**src/rtl/complement_arbiter.sv**
```systemverilog
// complement_arbiter
//   Shares one WIDTH-bit two's-complement (negation) unit between two
//   requesters: requester 0 (SUB-operand path) and requester 1 (branch
//   compare/offset path). Round-robin arbitration in IDLE, one registered
//   compute stage, one transaction in flight at a time.
//
// Ports
//   CLK          rising-edge clock
//   RESET        synchronous, active-low reset
//   req0_valid   requester 0 has an operand
//   req0_data    requester 0 operand
//   req0_ready   requester 0 operand accepted this cycle
//   req1_valid   requester 1 has an operand
//   req1_data    requester 1 operand
//   req1_ready   requester 1 operand accepted this cycle
//   resp0_valid  result available for requester 0
//   resp0_ready  requester 0 consumes result
//   resp1_valid  result available for requester 1
//   resp1_ready  requester 1 consumes result
//   resp_data    negated operand, shared by both requesters
//   resp_ovf     operand was the most-negative value
//   busy         FSM not in IDLE
module complement_arbiter #(
    parameter int WIDTH = 8
) (
    input  logic             CLK,
    input  logic             RESET,
    input  logic             req0_valid,
    input  logic [WIDTH-1:0] req0_data,
    output logic             req0_ready,
    input  logic             req1_valid,
    input  logic [WIDTH-1:0] req1_data,
    output logic             req1_ready,
    output logic             resp0_valid,
    input  logic             resp0_ready,
    output logic             resp1_valid,
    input  logic             resp1_ready,
    output logic [WIDTH-1:0] resp_data,
    output logic             resp_ovf,
    output logic             busy
);

    typedef enum logic [1:0] {
        ST_IDLE = 2'd0,
        ST_CALC = 2'd1,
        ST_RESP = 2'd2
    } state_t;

    state_t           r_state;
    state_t           w_state_nxt;
    logic             r_last;
    logic             r_owner;
    logic [WIDTH-1:0] r_op;
    logic [WIDTH-1:0] r_resp_data;
    logic             r_resp_ovf;
    logic             w_grant;
    logic             w_accept;

    function automatic logic [WIDTH-1:0] f_negate(input logic [WIDTH-1:0] op);
        return ~op + {{(WIDTH-1){1'b0}}, 1'b1};
    endfunction

    // The most-negative value is its own negation; flag it.
    function automatic logic f_is_min(input logic [WIDTH-1:0] op);
        return op == {1'b1, {(WIDTH-1){1'b0}}};
    endfunction

    // Lone requester wins; under contention the one not served last wins.
    always_comb begin
        w_grant = req1_valid;
        if (req0_valid && req1_valid) begin
            w_grant = ~r_last;
        end
    end

    always_comb begin
        w_state_nxt = r_state;
        req0_ready  = 1'b0;
        req1_ready  = 1'b0;
        resp0_valid = 1'b0;
        resp1_valid = 1'b0;
        w_accept    = 1'b0;
        case (r_state)
            ST_IDLE: begin
                req0_ready = req0_valid && !w_grant;
                req1_ready = req1_valid && w_grant;
                w_accept   = req0_valid || req1_valid;
                if (w_accept) begin
                    w_state_nxt = ST_CALC;
                end
            end
            ST_CALC: begin
                w_state_nxt = ST_RESP;
            end
            ST_RESP: begin
                resp0_valid = !r_owner;
                resp1_valid = r_owner;
                if ((!r_owner && resp0_ready) || (r_owner && resp1_ready)) begin
                    w_state_nxt = ST_IDLE;
                end
            end
            default: begin
                w_state_nxt = ST_IDLE;
            end
        endcase
    end

    always_ff @(posedge CLK) begin
        if (!RESET) begin
            r_state     <= ST_IDLE;
            r_last      <= 1'b1;
            r_resp_data <= '0;
            r_resp_ovf  <= 1'b0;
        end else begin
            r_state <= w_state_nxt;
            if (w_accept) begin
                r_last <= w_grant;
            end
            // Result only moves on the CALC->RESP edge, so it is frozen in RESP.
            if (r_state == ST_CALC) begin
                r_resp_data <= f_negate(r_op);
                r_resp_ovf  <= f_is_min(r_op);
            end
        end
    end

    // Operand and owner are only meaningful after an acceptance; no reset needed.
    always_ff @(posedge CLK) begin
        if (w_accept) begin
            r_op    <= w_grant ? req1_data : req0_data;
            r_owner <= w_grant;
        end
    end

    assign resp_data = r_resp_data;
    assign resp_ovf  = r_resp_ovf;
    assign busy      = (r_state != ST_IDLE);

endmodule
```
**config.mk**
```make
export PLATFORM = sky130hd
export DESIGN_NAME = complement_arbiter
export DESIGN_NICKNAME = d
export VERILOG_FILES = /design/src/rtl/complement_arbiter.sv
export SDC_FILE = /design/constraint.sdc
export NUM_CORES = 1
export LEC_CHECK = 0
export CELL_PAD_IN_SITES_DETAIL_PLACEMENT = 0
export CELL_PAD_IN_SITES_GLOBAL_PLACEMENT = 1
export CORE_MARGIN = 4
export CORE_UTILIZATION = 35
export DETAILED_ROUTE_END_ITERATION = 8
export GPL_TIMING_DRIVEN = 1
export PLACE_DENSITY = 0.89
export SKIP_LAST_GASP = 1
export SLEW_MARGIN = 40
export SYNTH_ARGS = -nofsm -noshare
export SYNTH_HDL_FRONTEND = slang
export SYNTH_SLANG_ARGS = --single-unit
```
**constraint.sdc**
```tcl
create_clock -name CLK -period 4.4 [get_ports CLK]
set_input_delay 0.66 -clock CLK [delete_from_list [all_inputs] [get_ports CLK]]
set_output_delay 0.66 -clock CLK [all_outputs]
set_load 0.03 [all_outputs]
```
* Word level (Yosys, flattened, before mapping) *
Cells that the tools add are included.

cells by class
  muxes and demuxes = 10
  reduce and logical (&&, ||, !) cells = 12
  bitwise operators = 2
  add/subtract/negate cells = 1
  eq/ne operators = 5

operators by type and width
  kind                                            count
  adder 8 x 1 -> 8 bit (second input constant)    1
  == test 8 bit (second input constant)           1
  2-to-1 mux 8 bit                                1
  NOT 8 bit                                       1
  2-to-1 mux 1 bit                                6
  one-hot mux 2 bit (3 select lines)              1
  logical AND 1 bit                               5
  2-to-1 mux 2 bit                                2
  inequality test 2 bit (second input constant)   2
  == test 2 x 1 -> 1 bit (second input constant)  1
  == test 2 bit (second input constant)           1
  logical NOT 1 bit                               2
  logical NOT 2 bit                               1
  logical OR 1 bit                                2
  AND reduction 2 bit                             1
  nonzero test 2 bit                              1
  NOT 1 bit                                       1

storage, ports and cells
  bits in registers = 21
  input port bits = 22
  output and inout port bits = 14

* Depth between registers and ports, before layout *
  depth after elaboration = 5
  depth in mapped cells = 6

* Worst setup path before layout *
OpenSTA, ideal clock, no wires.

  path type = in2out
  start = in req1_valid
  end = out req0_ready
  slack = 2354 ps
  arrival = 1386 ps
  cell stages on the path = 3
  cells stage by stage = a21boi_1 buf_2 nor2_1

on the way
  cells in the longest elaborated chain, start to end = 5

RTL lines
  item                 line  source
  start: declaration   31    input logic req1_valid,
  logical AND 1 bit    71    if (req0_valid && req1_valid) begin
  2-to-1 mux 1 bit *   71
  net w_grant          56    logic w_grant;
  logical NOT 1 bit *  85    req0_ready = req0_valid && !w_grant;
  logical AND 1 bit *  85
  2-to-1 mux 1 bit *   83    case (r_state)
  end: declaration     30    output logic req0_ready,

The timed path passes the listed nets; every way through them passes the cells marked *.

* Final worst setup path *
  start = in req1_valid
  end = out req1_ready

on the way
  cells in the longest elaborated chain, start to end = 4

RTL lines
  item                 line  source
  logical AND 1 bit    71
  2-to-1 mux 1 bit     71
  logical AND 1 bit *  86    req1_ready = req1_valid && w_grant;
  2-to-1 mux 1 bit *   83
  end: declaration     33    output logic req1_ready,

Every way passes the cells marked *; elsewhere a longest branch is shown, timed or not.

==> run metrics <==
Synth Instances 94; MaxCap Viol Count 0; Longest Clk Path Bufs 2; cell mode on critical path clkdlybuf4s50_1; WS Path Type in2out; clock slew at reported path FFs 0.11 ns; Placed Area 1370 µm²; Max Fclk 334 MHz; maximum vdd drop 0.000231 V; final count of hold timing violations 0; initial core utilization 36.3%; reg2reg end resp_data[6]; Cell Chain, Critical Path clkdlybuf4s50_1 > a21boi_1 > buf_4 > and2_1 > clkdlybuf4s50_1; slowest stage delay, CP 0.66 ns; fraction of layout cells with a size suffix above 1 11.5%; CP Capture Type output port; Area contributors post-synth edfxtp_1 27%, dfxtp_1 24%, mux2_2 9.1%; status finished clean; sequential-to-total area share from yosys stat 51.5%; clock sinks 21; vias in the first global route 766; clock root cell clkbuf_4; placed cell count 157; Rel. slew slack 49.1%; Clock Skew 0.00106 ns; Synth cell types 30; DRC 0; largest net degree at the start of global routing 16; hold path cells 2; Filler cells 247; Period minus WS final 3.00 ns; Leakage Power 0.499 nW; global-route usage over all layers 11.6%; worst skew pair latency 0.30 ns; clock buffer count from CTS 3; Crit path arrival time 2.34 ns; Avg Cell Area, Syn 10.6 µm²; Synth area leader edfxtp_1; design area 1400 µm²; pre-CTS WS 1.40 ns; worst reg2reg path depth 6; cts repair resizes 0; Hold Crit Start resp_data[5]; PD cells 319 nW/µm²; DRT Wirelength 1.86 mm; measured slew at the worst slew-check pin 0.761 ns; Port Buffers 35; core outline area 2730 µm²; Via density 4.84; die span in x 61.2 µm; Most used DFF post-synth dfxtp_1; routed len/inst 11.5 µm; Hold Buf Count CTS 0; worst min path class reg2reg; Worst path slowest cell clkdlybuf4s50_1; first-pass GRT wire length 3.19 mm; R2R setup slack 2.62 ns; initial DRC count 6; total negative setup slack 0 ns; Crit path required time 3.74 ns; DP Wirelength 1.51 mm; Yosys reg bits 21; io pins 36; CP Launch Type input port; worst setup margin 1.40 ns; asr flop ratio synth 0%; endpoints failing setup 0; Final Max Slew Viols 0; Overflow after GRT 0; H-tree depth 1; die area 3750 µm²; Post-synth EDFFs 9; Pwr Total 0.446 mW; Warnings, synthesis 0; top cell type's share of synthesized area 27.2%; gpl congestion 0.761; RSZ-0062 raised after global routing false; vias 780; Worst Hold End resp_data[5]; DRT antenna net count 0; syn_nets 117; Rows 19; Syn-to-layout area delta 40.9%; Die H 61.2 µm; reg2reg start r_op[0]; CTS tree built; number of non-filler instances in the completed layout 161; ant diodes 0; initial antenna violation count 0; post-CTS setup buffer count 0; Final Cycle Share 68.1%; Max FO, Critical Path 11; area of the mapped netlist 992 µm²; Final #Nets 154; first-pass detailed-route iteration total 2
metrics by stage:
step                      utilization, %  hold WS [ns]
after floorplan                        -         0.466
after global placement              50.2         0.440
after detailed placement            50.2         0.448
after CTS                           51.1         0.462
after global routing                51.1         0.479
final                               51.1         0.456
placed cells by master (no fill, tap or decap), drive strengths merged, types with 2 or more instances in the layout:
cell / netlist / routed
o211ai: 2 / 2
nand3b: 2 / 2
and2: 2 / 2
nand4: 2 / 2
nand3: 5 / 5
dfxtp: 12 / 12
mux2: 8 / 8
inv: 4 / 4
nor2: 4 / 4
nor2b: 2 / 2
o21ai: 2 / 2
o31ai: 2 / 2
clkdlybuf4s50: 0 / 35
nor4: 2 / 2
edfxtp: 9 / 9
nand2: 13 / 13
or3: 2 / 2
a21boi: 8 / 8
clkbuf: 2 / 4
power breakdown:
part           internal (mW)  switching (mW)
logic                 0.0568          0.0547
clock network         0.0353          0.0571
registers              0.226          0.0157
total                  0.318           0.127
layer usage:
metal | track usage (%) | up-vias | share of wire [%]
met5 | 0 | - | 0
met4 | 5.57 | 0 | 1.9
met3 | 3.77 | 5 | 9.0
met2 | 19.0 | 29 | 45
met1 | 13.6 | 337 | 44
li1 | - | 409 | -
cells in the mapped netlist (all sizes together) (4+ instances only):
cell    number
inv          4
nor2         4
mux2         8
nand2       13
a21boi       8
edfxtp       9
dfxtp       12
nand3        5
layout make-up:
type | instances | area, µm² | area share (%)
flip-flops and latches | 21 | 510 | 36.5
multi-input cells | 65 | 449 | 32.1
repair buffers | 36 | 358 | 25.6
well taps | 31 | 38.8 | 2.78
clock buffers | 4 | 26.3 | 1.88
inverters | 4 | 15.0 | 1.07
kinds of logic after synthesis:
group	count (synthesis)	synth area share [%]
compound gates	15	10.8
simple gates	39	22.2
fa+ha+maj	1	1.26
mux	9	10.1
xor+xnor	1	0.883
buf+inv	8	3.28
flops	21	51.5
worst max-delay path by stage:
stage | slack [ns] | cells after the start | from | endpoint
2_1_floorplan | 2.35 | 3 | req1_valid | req0_ready
5_1_grt | 1.31 | 5 | req1_valid | req1_ready
6_report | 1.40 | 5 | req1_valid | req1_ready
3_3_place_gp | 1.45 | 5 | req1_valid | req1_ready
3_5_place_dp | 1.40 | 5 | req1_valid | req1_ready
4_1_cts | 1.39 | 5 | req1_valid | req1_ready
critical path, delay by kind of cell:
family | cells | cell delay (ns)
AND/OR/NAND/NOR | 1 | 0.14
buffers and inverters | 3 | 1.36
AO/OA/AOI/OAI | 1 | 0.17
registers in the layout, summed over array words and instances, names as in the netlist:
| signal | count |
|---|---|
| r_last | 1 |
| r_op | 8 |
| r_owner | 1 |
| r_state | 2 |
| resp_data | 8 |
| resp_ovf | 1 |
Power figures use the tool's default switching activity.
